--- config.mk ---
export PLATFORM = sky130hd
export DESIGN_NAME = phrase_ram_ctrl_flat
export DESIGN_NICKNAME = d
export VERILOG_FILES = /design/src/rtl/phrase_ram_ctrl_if.sv /design/src/rtl/phrase_ram_ctrl.sv /design/src/flat_wrapper.sv
export SDC_FILE = /design/constraint.sdc
export NUM_CORES = 1
export LEC_CHECK = 0
export CAP_MARGIN = 10
export CORE_MARGIN = 4
export CORE_UTILIZATION = 36
export DETAILED_ROUTE_END_ITERATION = 8
export PLACE_DENSITY = 0.78
export SETUP_SLACK_MARGIN = 0.15
export SLEW_MARGIN = 40
export SYNTH_ARGS = -nofsm -noshare
export SYNTH_HDL_FRONTEND = slang
export SYNTH_SLANG_ARGS = --single-unit
export TNS_END_PERCENT = 5
--- constraint.sdc ---
create_clock -name clock -period 2 [get_ports clock]
set_input_delay 0.3 -clock clock [delete_from_list [all_inputs] [get_ports clock]]
set_output_delay 0.3 -clock clock [all_outputs]
set_load 0.03 [all_outputs]
--- src/rtl/phrase_ram_ctrl_if.sv ---
// Bus bundle for the phrase RAM controller: host commands, phrase byte
// stream, video and host read ports, and the RAM-facing signals.
// The master side is the host/video/RAM environment; the slave side is the controller.
interface phrase_ram_ctrl_if #(
  parameter int ADDR_W = 13,
  parameter int DATA_W = 8
);
  // host command channel
  logic              cmd_valid;
  logic              cmd_ready;
  logic              cmd_op;
  logic [ADDR_W-1:0] cmd_addr;
  logic [ADDR_W:0]   cmd_len;
  // phrase byte stream
  logic              wr_valid;
  logic              wr_ready;
  logic [DATA_W-1:0] wr_data;
  // status
  logic              busy;
  logic              done;
  // video read port
  logic              vid_req;
  logic [ADDR_W-1:0] vid_addr;
  logic              vid_data_valid;
  logic [DATA_W-1:0] vid_data;
  // host readback port
  logic              rd_req;
  logic [ADDR_W-1:0] rd_addr;
  logic              rd_grant;
  logic              rd_data_valid;
  logic [DATA_W-1:0] rd_data;
  // RAM side
  logic              ram_enable;
  logic              ram_write_enable;
  logic [ADDR_W-1:0] ram_address_wr;
  logic [ADDR_W-1:0] ram_address_rd;
  logic [DATA_W-1:0] ram_data_in;
  logic [DATA_W-1:0] ram_data_out;

  modport master (
    output cmd_valid, cmd_op, cmd_addr, cmd_len,
    output wr_valid, wr_data,
    output vid_req, vid_addr,
    output rd_req, rd_addr,
    output ram_data_out,
    input  cmd_ready, wr_ready, busy, done,
    input  vid_data_valid, vid_data,
    input  rd_grant, rd_data_valid, rd_data,
    input  ram_enable, ram_write_enable, ram_address_wr, ram_address_rd, ram_data_in
  );

  modport slave (
    input  cmd_valid, cmd_op, cmd_addr, cmd_len,
    input  wr_valid, wr_data,
    input  vid_req, vid_addr,
    input  rd_req, rd_addr,
    input  ram_data_out,
    output cmd_ready, wr_ready, busy, done,
    output vid_data_valid, vid_data,
    output rd_grant, rd_data_valid, rd_data,
    output ram_enable, ram_write_enable, ram_address_wr, ram_address_rd, ram_data_in
  );
endinterface

--- src/rtl/phrase_ram_ctrl.sv ---
// Phrase RAM controller: streams host phrases or clears address ranges into
// the 8192x8 phrase RAM, and arbitrates its read port between video
// character fetch (always served) and host readback (served when video idle).
module phrase_ram_ctrl #(
  parameter int                ADDR_W      = 13,
  parameter int                DATA_W      = 8,
  parameter logic [DATA_W-1:0] CLEAR_VALUE = 8'h00
) (
  input logic              clock,
  input logic              reset_n,
  phrase_ram_ctrl_if.slave bus
);

  localparam int LEN_W = ADDR_W + 1;

  typedef enum logic [1:0] {
    IDLE  = 2'd0,
    WRITE = 2'd1,
    CLEAR = 2'd2
  } state_t;

  state_t            state_q;
  state_t            state_d;
  logic [ADDR_W-1:0] cur_addr;
  logic [LEN_W-1:0]  remaining;
  logic              done_q;
  logic              take_cmd;
  logic              write_fire;
  logic              last_one;

  logic              vid_sel;
  logic              rd_sel;
  logic [ADDR_W-1:0] rd_address;
  logic [ADDR_W-1:0] rd_addr_hold;
  logic              vid_vld_p1;
  logic              rd_vld_p1;

  assign last_one = (remaining == LEN_W'(1));

  // Command FSM register
  always_ff @(posedge clock or negedge reset_n) begin
    if (!reset_n) begin
      state_q <= IDLE;
    end else begin
      state_q <= state_d;
    end
  end

  // Next state plus per-cycle write strobe
  always_comb begin
    state_d    = state_q;
    take_cmd   = 1'b0;
    write_fire = 1'b0;
    case (state_q)
      IDLE: begin
        take_cmd = bus.cmd_valid;
        if (bus.cmd_valid && (bus.cmd_len != '0)) begin
          state_d = bus.cmd_op ? CLEAR : WRITE;
        end
      end
      WRITE: begin
        if (bus.wr_valid) begin
          write_fire = 1'b1;
          if (last_one) begin
            state_d = IDLE;
          end
        end
      end
      CLEAR: begin
        write_fire = 1'b1;
        if (last_one) begin
          state_d = IDLE;
        end
      end
      default: begin
        state_d = IDLE;
      end
    endcase
  end

  // Address/count tracking and the completion pulse; a zero-length command
  // completes straight from IDLE without touching the RAM
  always_ff @(posedge clock or negedge reset_n) begin
    if (!reset_n) begin
      cur_addr  <= '0;
      remaining <= '0;
      done_q    <= 1'b0;
    end else begin
      done_q <= (take_cmd && (bus.cmd_len == '0)) || (write_fire && last_one);
      if (take_cmd) begin
        cur_addr  <= bus.cmd_addr;
        remaining <= bus.cmd_len;
      end else if (write_fire) begin
        cur_addr  <= cur_addr + ADDR_W'(1);
        remaining <= remaining - LEN_W'(1);
      end
    end
  end

  // Read arbitration: video wins, host waits; the address holds when idle.
  // Requests are ignored while reset is asserted so the RAM stays disabled.
  always_comb begin
    vid_sel    = reset_n & bus.vid_req;
    rd_sel     = reset_n & bus.rd_req & ~bus.vid_req;
    rd_address = rd_addr_hold;
    if (vid_sel) begin
      rd_address = bus.vid_addr;
    end else if (rd_sel) begin
      rd_address = bus.rd_addr;
    end
  end

  // Read issue -> return stage: valids follow the RAM's one-cycle latency
  always_ff @(posedge clock or negedge reset_n) begin
    if (!reset_n) begin
      rd_addr_hold <= '0;
      vid_vld_p1   <= 1'b0;
      rd_vld_p1    <= 1'b0;
    end else begin
      rd_addr_hold <= rd_address;
      vid_vld_p1   <= vid_sel;
      rd_vld_p1    <= rd_sel;
    end
  end

  assign bus.cmd_ready        = (state_q == IDLE);
  assign bus.wr_ready         = (state_q == WRITE);
  assign bus.busy             = (state_q != IDLE);
  assign bus.done             = done_q;

  assign bus.ram_write_enable = write_fire;
  assign bus.ram_address_wr   = cur_addr;
  assign bus.ram_data_in      = (state_q == CLEAR) ? CLEAR_VALUE : bus.wr_data;
  assign bus.ram_address_rd   = rd_address;
  assign bus.ram_enable       = write_fire | vid_sel | rd_sel;

  assign bus.rd_grant         = rd_sel;
  assign bus.vid_data_valid   = vid_vld_p1;
  assign bus.vid_data         = bus.ram_data_out;
  assign bus.rd_data_valid    = rd_vld_p1;
  assign bus.rd_data          = bus.ram_data_out;

endmodule

--- src/flat_wrapper.sv ---
// flat-port wrapper written by rule: the top's interface ports become plain ports
module phrase_ram_ctrl_flat 
#(
  parameter int                ADDR_W      = 13,
  parameter int                DATA_W      = 8,
  parameter logic [DATA_W-1:0] CLEAR_VALUE = 8'h00
)
  (clock, reset_n, bus_cmd_valid, bus_cmd_op, bus_cmd_addr, bus_cmd_len, bus_wr_valid, bus_wr_data, bus_vid_req, bus_vid_addr, bus_rd_req, bus_rd_addr, bus_ram_data_out, bus_cmd_ready, bus_wr_ready, bus_busy, bus_done, bus_vid_data_valid, bus_vid_data, bus_rd_grant, bus_rd_data_valid, bus_rd_data, bus_ram_enable, bus_ram_write_enable, bus_ram_address_wr, bus_ram_address_rd, bus_ram_data_in);
  phrase_ram_ctrl_if #(.ADDR_W(ADDR_W), .DATA_W(DATA_W)) bus_i ();
  input logic clock;
  input logic reset_n;
  input wire logic [$bits(bus_i.cmd_valid)-1:0] bus_cmd_valid;
  input wire logic [$bits(bus_i.cmd_op)-1:0] bus_cmd_op;
  input wire logic [$bits(bus_i.cmd_addr)-1:0] bus_cmd_addr;
  input wire logic [$bits(bus_i.cmd_len)-1:0] bus_cmd_len;
  input wire logic [$bits(bus_i.wr_valid)-1:0] bus_wr_valid;
  input wire logic [$bits(bus_i.wr_data)-1:0] bus_wr_data;
  input wire logic [$bits(bus_i.vid_req)-1:0] bus_vid_req;
  input wire logic [$bits(bus_i.vid_addr)-1:0] bus_vid_addr;
  input wire logic [$bits(bus_i.rd_req)-1:0] bus_rd_req;
  input wire logic [$bits(bus_i.rd_addr)-1:0] bus_rd_addr;
  input wire logic [$bits(bus_i.ram_data_out)-1:0] bus_ram_data_out;
  output wire logic [$bits(bus_i.cmd_ready)-1:0] bus_cmd_ready;
  output wire logic [$bits(bus_i.wr_ready)-1:0] bus_wr_ready;
  output wire logic [$bits(bus_i.busy)-1:0] bus_busy;
  output wire logic [$bits(bus_i.done)-1:0] bus_done;
  output wire logic [$bits(bus_i.vid_data_valid)-1:0] bus_vid_data_valid;
  output wire logic [$bits(bus_i.vid_data)-1:0] bus_vid_data;
  output wire logic [$bits(bus_i.rd_grant)-1:0] bus_rd_grant;
  output wire logic [$bits(bus_i.rd_data_valid)-1:0] bus_rd_data_valid;
  output wire logic [$bits(bus_i.rd_data)-1:0] bus_rd_data;
  output wire logic [$bits(bus_i.ram_enable)-1:0] bus_ram_enable;
  output wire logic [$bits(bus_i.ram_write_enable)-1:0] bus_ram_write_enable;
  output wire logic [$bits(bus_i.ram_address_wr)-1:0] bus_ram_address_wr;
  output wire logic [$bits(bus_i.ram_address_rd)-1:0] bus_ram_address_rd;
  output wire logic [$bits(bus_i.ram_data_in)-1:0] bus_ram_data_in;
  assign bus_i.cmd_valid = bus_cmd_valid;
  assign bus_i.cmd_op = bus_cmd_op;
  assign bus_i.cmd_addr = bus_cmd_addr;
  assign bus_i.cmd_len = bus_cmd_len;
  assign bus_i.wr_valid = bus_wr_valid;
  assign bus_i.wr_data = bus_wr_data;
  assign bus_i.vid_req = bus_vid_req;
  assign bus_i.vid_addr = bus_vid_addr;
  assign bus_i.rd_req = bus_rd_req;
  assign bus_i.rd_addr = bus_rd_addr;
  assign bus_i.ram_data_out = bus_ram_data_out;
  assign bus_cmd_ready = bus_i.cmd_ready;
  assign bus_wr_ready = bus_i.wr_ready;
  assign bus_busy = bus_i.busy;
  assign bus_done = bus_i.done;
  assign bus_vid_data_valid = bus_i.vid_data_valid;
  assign bus_vid_data = bus_i.vid_data;
  assign bus_rd_grant = bus_i.rd_grant;
  assign bus_rd_data_valid = bus_i.rd_data_valid;
  assign bus_rd_data = bus_i.rd_data;
  assign bus_ram_enable = bus_i.ram_enable;
  assign bus_ram_write_enable = bus_i.ram_write_enable;
  assign bus_ram_address_wr = bus_i.ram_address_wr;
  assign bus_ram_address_rd = bus_i.ram_address_rd;
  assign bus_ram_data_in = bus_i.ram_data_in;
  phrase_ram_ctrl #(.ADDR_W(ADDR_W), .DATA_W(DATA_W), .CLEAR_VALUE(CLEAR_VALUE)) u_core (.clock(clock), .reset_n(reset_n), .bus(bus_i));
endmodule
=== Word-level counts from Yosys, hierarchy flattened ===
Cells that the tools add are included.

* Register bits: 45
* Bits in latches: 0
* RAM bits: 0
* ROM bits: 0
* Input bits: 76
* Output and inout bits: 59
* Word-level logic and storage cells: 45
* Memories kept: 0

* Add/sub/neg operators: 2
* Multiply operators: 0
* Divide/modulo/power cells: 0
* Order comparisons: 0
* Equality and inequality tests: 5
* Shift operators: 0
* Multiplexer cells: 15
* Bitwise gates (word level): 6
* Reductions and logical operators: 10

{| class="wikitable"
|+ Operators by type and width
! cell !! number
|-
| two-way mux 13 bit || 4
|-
| two-way mux 14 bit || 2
|-
| == test 14 x 1 -> 1 bit, second input constant || 1
|-
| zero test 14 bit || 1
|-
| nonzero test 14 bit || 1
|-
| subtractor 14 x 1 -> 14 bit, second input constant || 1
|-
| adder 13 x 1 -> 13 bit, second input constant || 1
|-
| two-way mux 2 bit || 4
|-
| two-way mux 8 bit || 1
|-
| case mux 2 bit (3 select lines) || 1
|-
| nonzero test 2 bit || 2
|-
| AND 1 bit || 3
|-
| logical AND 1 bit || 3
|-
| == test 2 x 1 -> 1 bit, second input constant || 1
|-
| == test 2 bit, second input constant || 1
|-
| zero test 2 bit || 1
|-
| two-way mux 1 bit || 2
|-
| inequality test 2 x 1 -> 1 bit, second input constant || 1
|-
| inequality test 2 bit, second input constant || 1
|-
| OR 1 bit || 2
|-
| case mux 1 bit (2 select lines) || 1
|-
| AND reduction 2 bit || 1
|-
| logical OR 1 bit || 1
|-
| inverter 1 bit || 1
|}

=== Longest topological paths before layout ===
* Depth after elaboration: 4
* Depth in mapped cells: 8

=== Worst setup path before layout ===
Ideal clock, no wire load.

* Path kind: reg-to-reg
* Start: register u_core.state_q[1]
* End: register u_core.cur_addr[2], in the netlist u_core.bus.ram_address_wr[2]
* Arrival: 1.848 ns
* Data required time: 1.863 ns
* Setup slack: 0.015 ns
* Stages on the path, launching flop included: 9
* Path buffers: 0
* Period minus slack after synthesis: 1.985 ns
* Path through: dfrtp_1 inv_1 ha_1 a21o_1 nand2_1 clkinv_1 nand2_1 xor2_1 a21oi_1

* Cells in the longest elaborated chain, start to end: 3

{| class="wikitable"
|+ RTL lines
! what !! line !! source
|-
| from (decl) || phrase_ram_ctrl.sv:22 || <nowiki>state_t state_q;</nowiki>
|-
| from (signal assigned) || phrase_ram_ctrl.sv:45 || <nowiki>state_q <= state_d;</nowiki>
|-
| == test 2 x 1 -> 1 bit || - ||
|-
| net bus_wr_ready || flat_wrapper.sv:24 || <nowiki>output wire logic [$bits(bus_i.wr_ready)-1:0] bus_wr_ready;</nowiki>
|-
| case mux 1 bit (2 select lines) || phrase_ram_ctrl.sv:54 || <nowiki>case (state_q)</nowiki>
|-
| net bus_ram_write_enable || flat_wrapper.sv:33 || <nowiki>output wire logic [$bits(bus_i.ram_write_enable)-1:0] bus_ram_write_enable;</nowiki>
|-
| nonzero test 2 bit (no line) || - ||
|-
| to (signal assigned) || phrase_ram_ctrl.sv:91 || <nowiki>cur_addr <= bus.cmd_addr;</nowiki>
|-
| to (signal assigned) || phrase_ram_ctrl.sv:94 || <nowiki>cur_addr <= cur_addr + ADDR_W'(1);</nowiki>
|-
| to (decl) || phrase_ram_ctrl.sv:24 || <nowiki>logic [ADDR_W-1:0] cur_addr;</nowiki>
|}

The timed path passes the listed nets, and every way through them passes these cells.
A chain may end at the register's enable or synchronous reset.

=== Worst setup path after layout ===
* Start: register u_core.remaining[5]
* End: register u_core.state_q[1]

* Cells in the longest elaborated chain, start to end: 4

{| class="wikitable"
|+ RTL lines
! what !! line !! source
|-
| from (decl) || phrase_ram_ctrl.sv:25 || <nowiki>logic [LEN_W-1:0] remaining;</nowiki>
|-
| from (signal assigned) || phrase_ram_ctrl.sv:92 || <nowiki>remaining <= bus.cmd_len;</nowiki>
|-
| from (signal assigned) || phrase_ram_ctrl.sv:95 || <nowiki>remaining <= remaining - LEN_W'(1);</nowiki>
|-
| == test 14 x 1 -> 1 bit (*) || phrase_ram_ctrl.sv:38 || <nowiki>assign last_one = (remaining == LEN_W'(1));</nowiki>
|-
| two-way mux 2 bit (*) || - ||
|-
| two-way mux 2 bit || - ||
|-
| case mux 2 bit (3 select lines) (*) || - ||
|}

Every way passes the cells marked *; elsewhere a longest branch is shown, timed or not. The select of a mux whose other input is x is not followed.

==> impl_metrics.tcl <==
set metrics [dict create \
    antenna_found_initial 0 \
    final_common_cell "clkdlybuf4s50_1" \
    portBuffers 110 \
    clk_pin_slew_ps 90 \
    gp_congestion 0.7568 \
    drt-total-wl_mm 6.762 \
    grt-ovfl-total 0 \
    initial_utilization 0.3691 \
    period_share 0.9924 \
    r2r_end "u_core.state_q[1]$_DFFE_PN0P_" \
    cts_tree "yes" \
    cpLargestDelayFamily "simple AND/OR/NAND/NOR gates" \
    report.final.slew_viol_count 0 \
    syn_nets 349 \
    crit_arrival_ps 2160 \
    cts_max_level 2 \
    synth_cells 267 \
    ys_async_sr_fraction 1.000 \
    vias 2351 \
    cts_root_buf "clkbuf_8" \
    ys_ff_latch 45 \
    synthFlopType "dfrtp_1" \
    fin_ws_ps 15.14 \
    slew_headroom 0.7113 \
    powerDensity_mw_per_mm2 1286 \
    core_mm2 0.006794 \
    boundaryPins 135 \
    power_leakage_nw 1.598 \
    wl_per_cell_um 14.39 \
    critPathKind "reg -> reg" \
    antenna_cells 0 \
    regToRegSetupSlack_ps 20 \
    grt_pass1_wl_mm 11.18 \
    crit_path_start_kind "flip-flop" \
    areaGrowthSynthToFinish_pct 51.55 \
    tightest_slew_ps 429.1 \
    netlist_area_mm2 0.002507 \
    die-area_mm2 0.008364 \
    drv_cap 0 \
    dpl_worst_slack_ps -205.2 \
    avgViaCountPerCell 5.002 \
    totalPowerFinal_w 0.004888 \
    hold_class "in -> async" \
    drc 0 \
    ys_types 33 \
    rsz0062_at_grt "yes" \
    cts_buffer_depth 2 \
    cp_cell_sequence "or4_4, or3_1, o22a_1, a21o_1, a32o_1" \
    finalClockSkew_ps 8.678 \
    postSynthAreaPerCell_um2 9.391 \
    dp_hpwl_mm 5.158 \
    grt_pass1_vias 2428 \
    irDropWorstVdd_mv 0.4647 \
    synth_warnings 0 \
    clk_latency_ps 290 \
    fmax_mhz 503.8 \
    cp_slowest_cell "or4_4" \
    die_h_um 91.46 \
    ant_nets 0 \
    layout_common_cells "clkdlybuf4s50_1, dfrtp_1, nor2_1" \
    cts_sinks 45 \
    outcome "complete, no violations" \
    crit_path_max_incr_delay_ps 570 \
    initialDrtViolationCount 135 \
    synth_edf_count 0 \
    hold_viol_final 0 \
    rows 30 \
    synth_area_leaders "dfrtp_1, a22o_1, a21oi_1" \
    setup_viol 0 \
    critPathCaptureType "flip-flop" \
    post-route-min-period_ps 1985 \
    fin_util 0.5593 \
    critical_path_buf_inv_count 0 \
    fp.dieW_um 91.46 \
    ys_seq_area_frac 0.4491 \
    r2r.worst_path.cells 5 \
    synth_area_leader_cell "dfrtp_1" \
    crit_path_max_fanout 6 \
    drive_gt1_frac 0.1364 \
    timing.rr.start "u_core.remaining[5]$_DFFE_PN0P_" \
    dr.pass1.iters 4 \
    required_ps 2180 \
    fin_nets 455 \
    cts_buffers 5 \
    grt_max_degree 31 \
    synth_top_area_frac 0.4491 \
    grt_use_total 0.1641 \
]
## worst register-to-register path, cell delays in order, from the launching register on
cell,delay (ps)
dfrtp_1,390
or4_4,570
or3_1,330
o22a_1,200
a21o_1,180
a32o_1,210
## power by group
group | switching (W) | internal (W) | leakage [nW]
sequential | 0.000311 | 0.00124 | 0.521
clock | 0.000299 | 0.000408 | 0.0585
combinational | 0.00149 | 0.00114 | 1.02
## sequential cells by signal, indices dropped and copies added, names as in the netlist
signal / flops
u_core.remaining: 14
u_core.bus.ram_address_wr: 13
u_core.rd_addr_hold: 13
u_core.state_q: 2
u_core.bus.done: 1
u_core.bus.rd_data_valid: 1
u_core.bus.vid_data_valid: 1
## what timing repair did
item / CTS / global route
resized for setup: 22 / 14
hold buffers: 1 / 0
pin swaps: 8 / 2
hold endpoints to repair: 8 / 0
setup buffers: 0 / 1
endpoints found under the setup margin: 40 / 34
## cell type report
type                            instances  area (um2)
Clock inverter                          1       30.03
Fill cell                             606        2994
Clock buffer                            7       86.33
Multi-Input combinational cell        188        1242
Timing Repair Buffer                  124        1159
Sequential cell                        45        1126
Inverter                                9       36.28
Tap cell                               96       120.1
## worst max-delay path by stage
stage | startpoint | end | slack, ps | depth (start not counted)
floorplan | u_core.remaining[6]$_DFFE_PN0P_ | u_core.state_q[0]$_DFFE_PN0P_ | 60 | 5
global placement | bus_rd_req | bus_ram_address_rd[4] | -170 | 5
finish | u_core.remaining[5]$_DFFE_PN0P_ | u_core.state_q[1]$_DFFE_PN0P_ | 20 | 5
global route | u_core.remaining[5]$_DFFE_PN0P_ | u_core.state_q[1]$_DFFE_PN0P_ | -50 | 5
detailed placement | bus_rd_req | bus_ram_address_rd[5] | -210 | 5
CTS | u_core.state_q[0]$_DFFE_PN0P_ | bus_ram_write_enable | -30 | 6
## metrics by stage
stage	instances	cell area (um2)	hold slack (ps)	TNS, ps
2_1_floorplan	267	2509	4.409	0
3_3_place_gp	460	3621	220.8	-1676
3_5_place_dp	460	3621	222.2	-2006
4_1_cts	469	3766	97.91	-31.76
5_1_grt	470	3800	133.6	-95.85
6_report	470	3800	102.1	0
## Yosys cell counts (6+ instances only)
| master | count |
|---|---|
| xor2_1 | 14 |
| dfrtp_1 | 45 |
| clkbuf_1 | 9 |
| inv_1 | 8 |
| buf_4 | 16 |
| nor2_1 | 37 |
| a22o_1 | 20 |
| ha_1 | 6 |
| nand2_1 | 15 |
| nor2b_1 | 11 |
| a21oi_1 | 31 |
| nor4_1 | 6 |
| o22ai_1 | 6 |
| xnor2_1 | 11 |
## routing by layer
layer / global-route usage / wire [um] / up-vias
met4: 0.04271 / 76 / 0
met3: 0.05717 / 599 / 8
met5: 0 / 0 / -
li1: - / - / 1136
met2: 0.2928 / 3434 / 99
met1: 0.1848 / 2651 / 1108
## logic make-up (layout without fill, tap and decap cells)
family / Yosys count / count (layout) / synth area share
and+or+nand+nor: 92 / 92 / 0.1881
AOI/OAI and AO/OA: 65 / 65 / 0.1707
DFF: 45 / 45 / 0.4491
buffers and inverters: 34 / 141 / 0.07485
xor gates and xnor gates: 25 / 25 / 0.08733
adders and majority gates: 6 / 6 / 0.02994
Power figures use the tool's default switching activity.
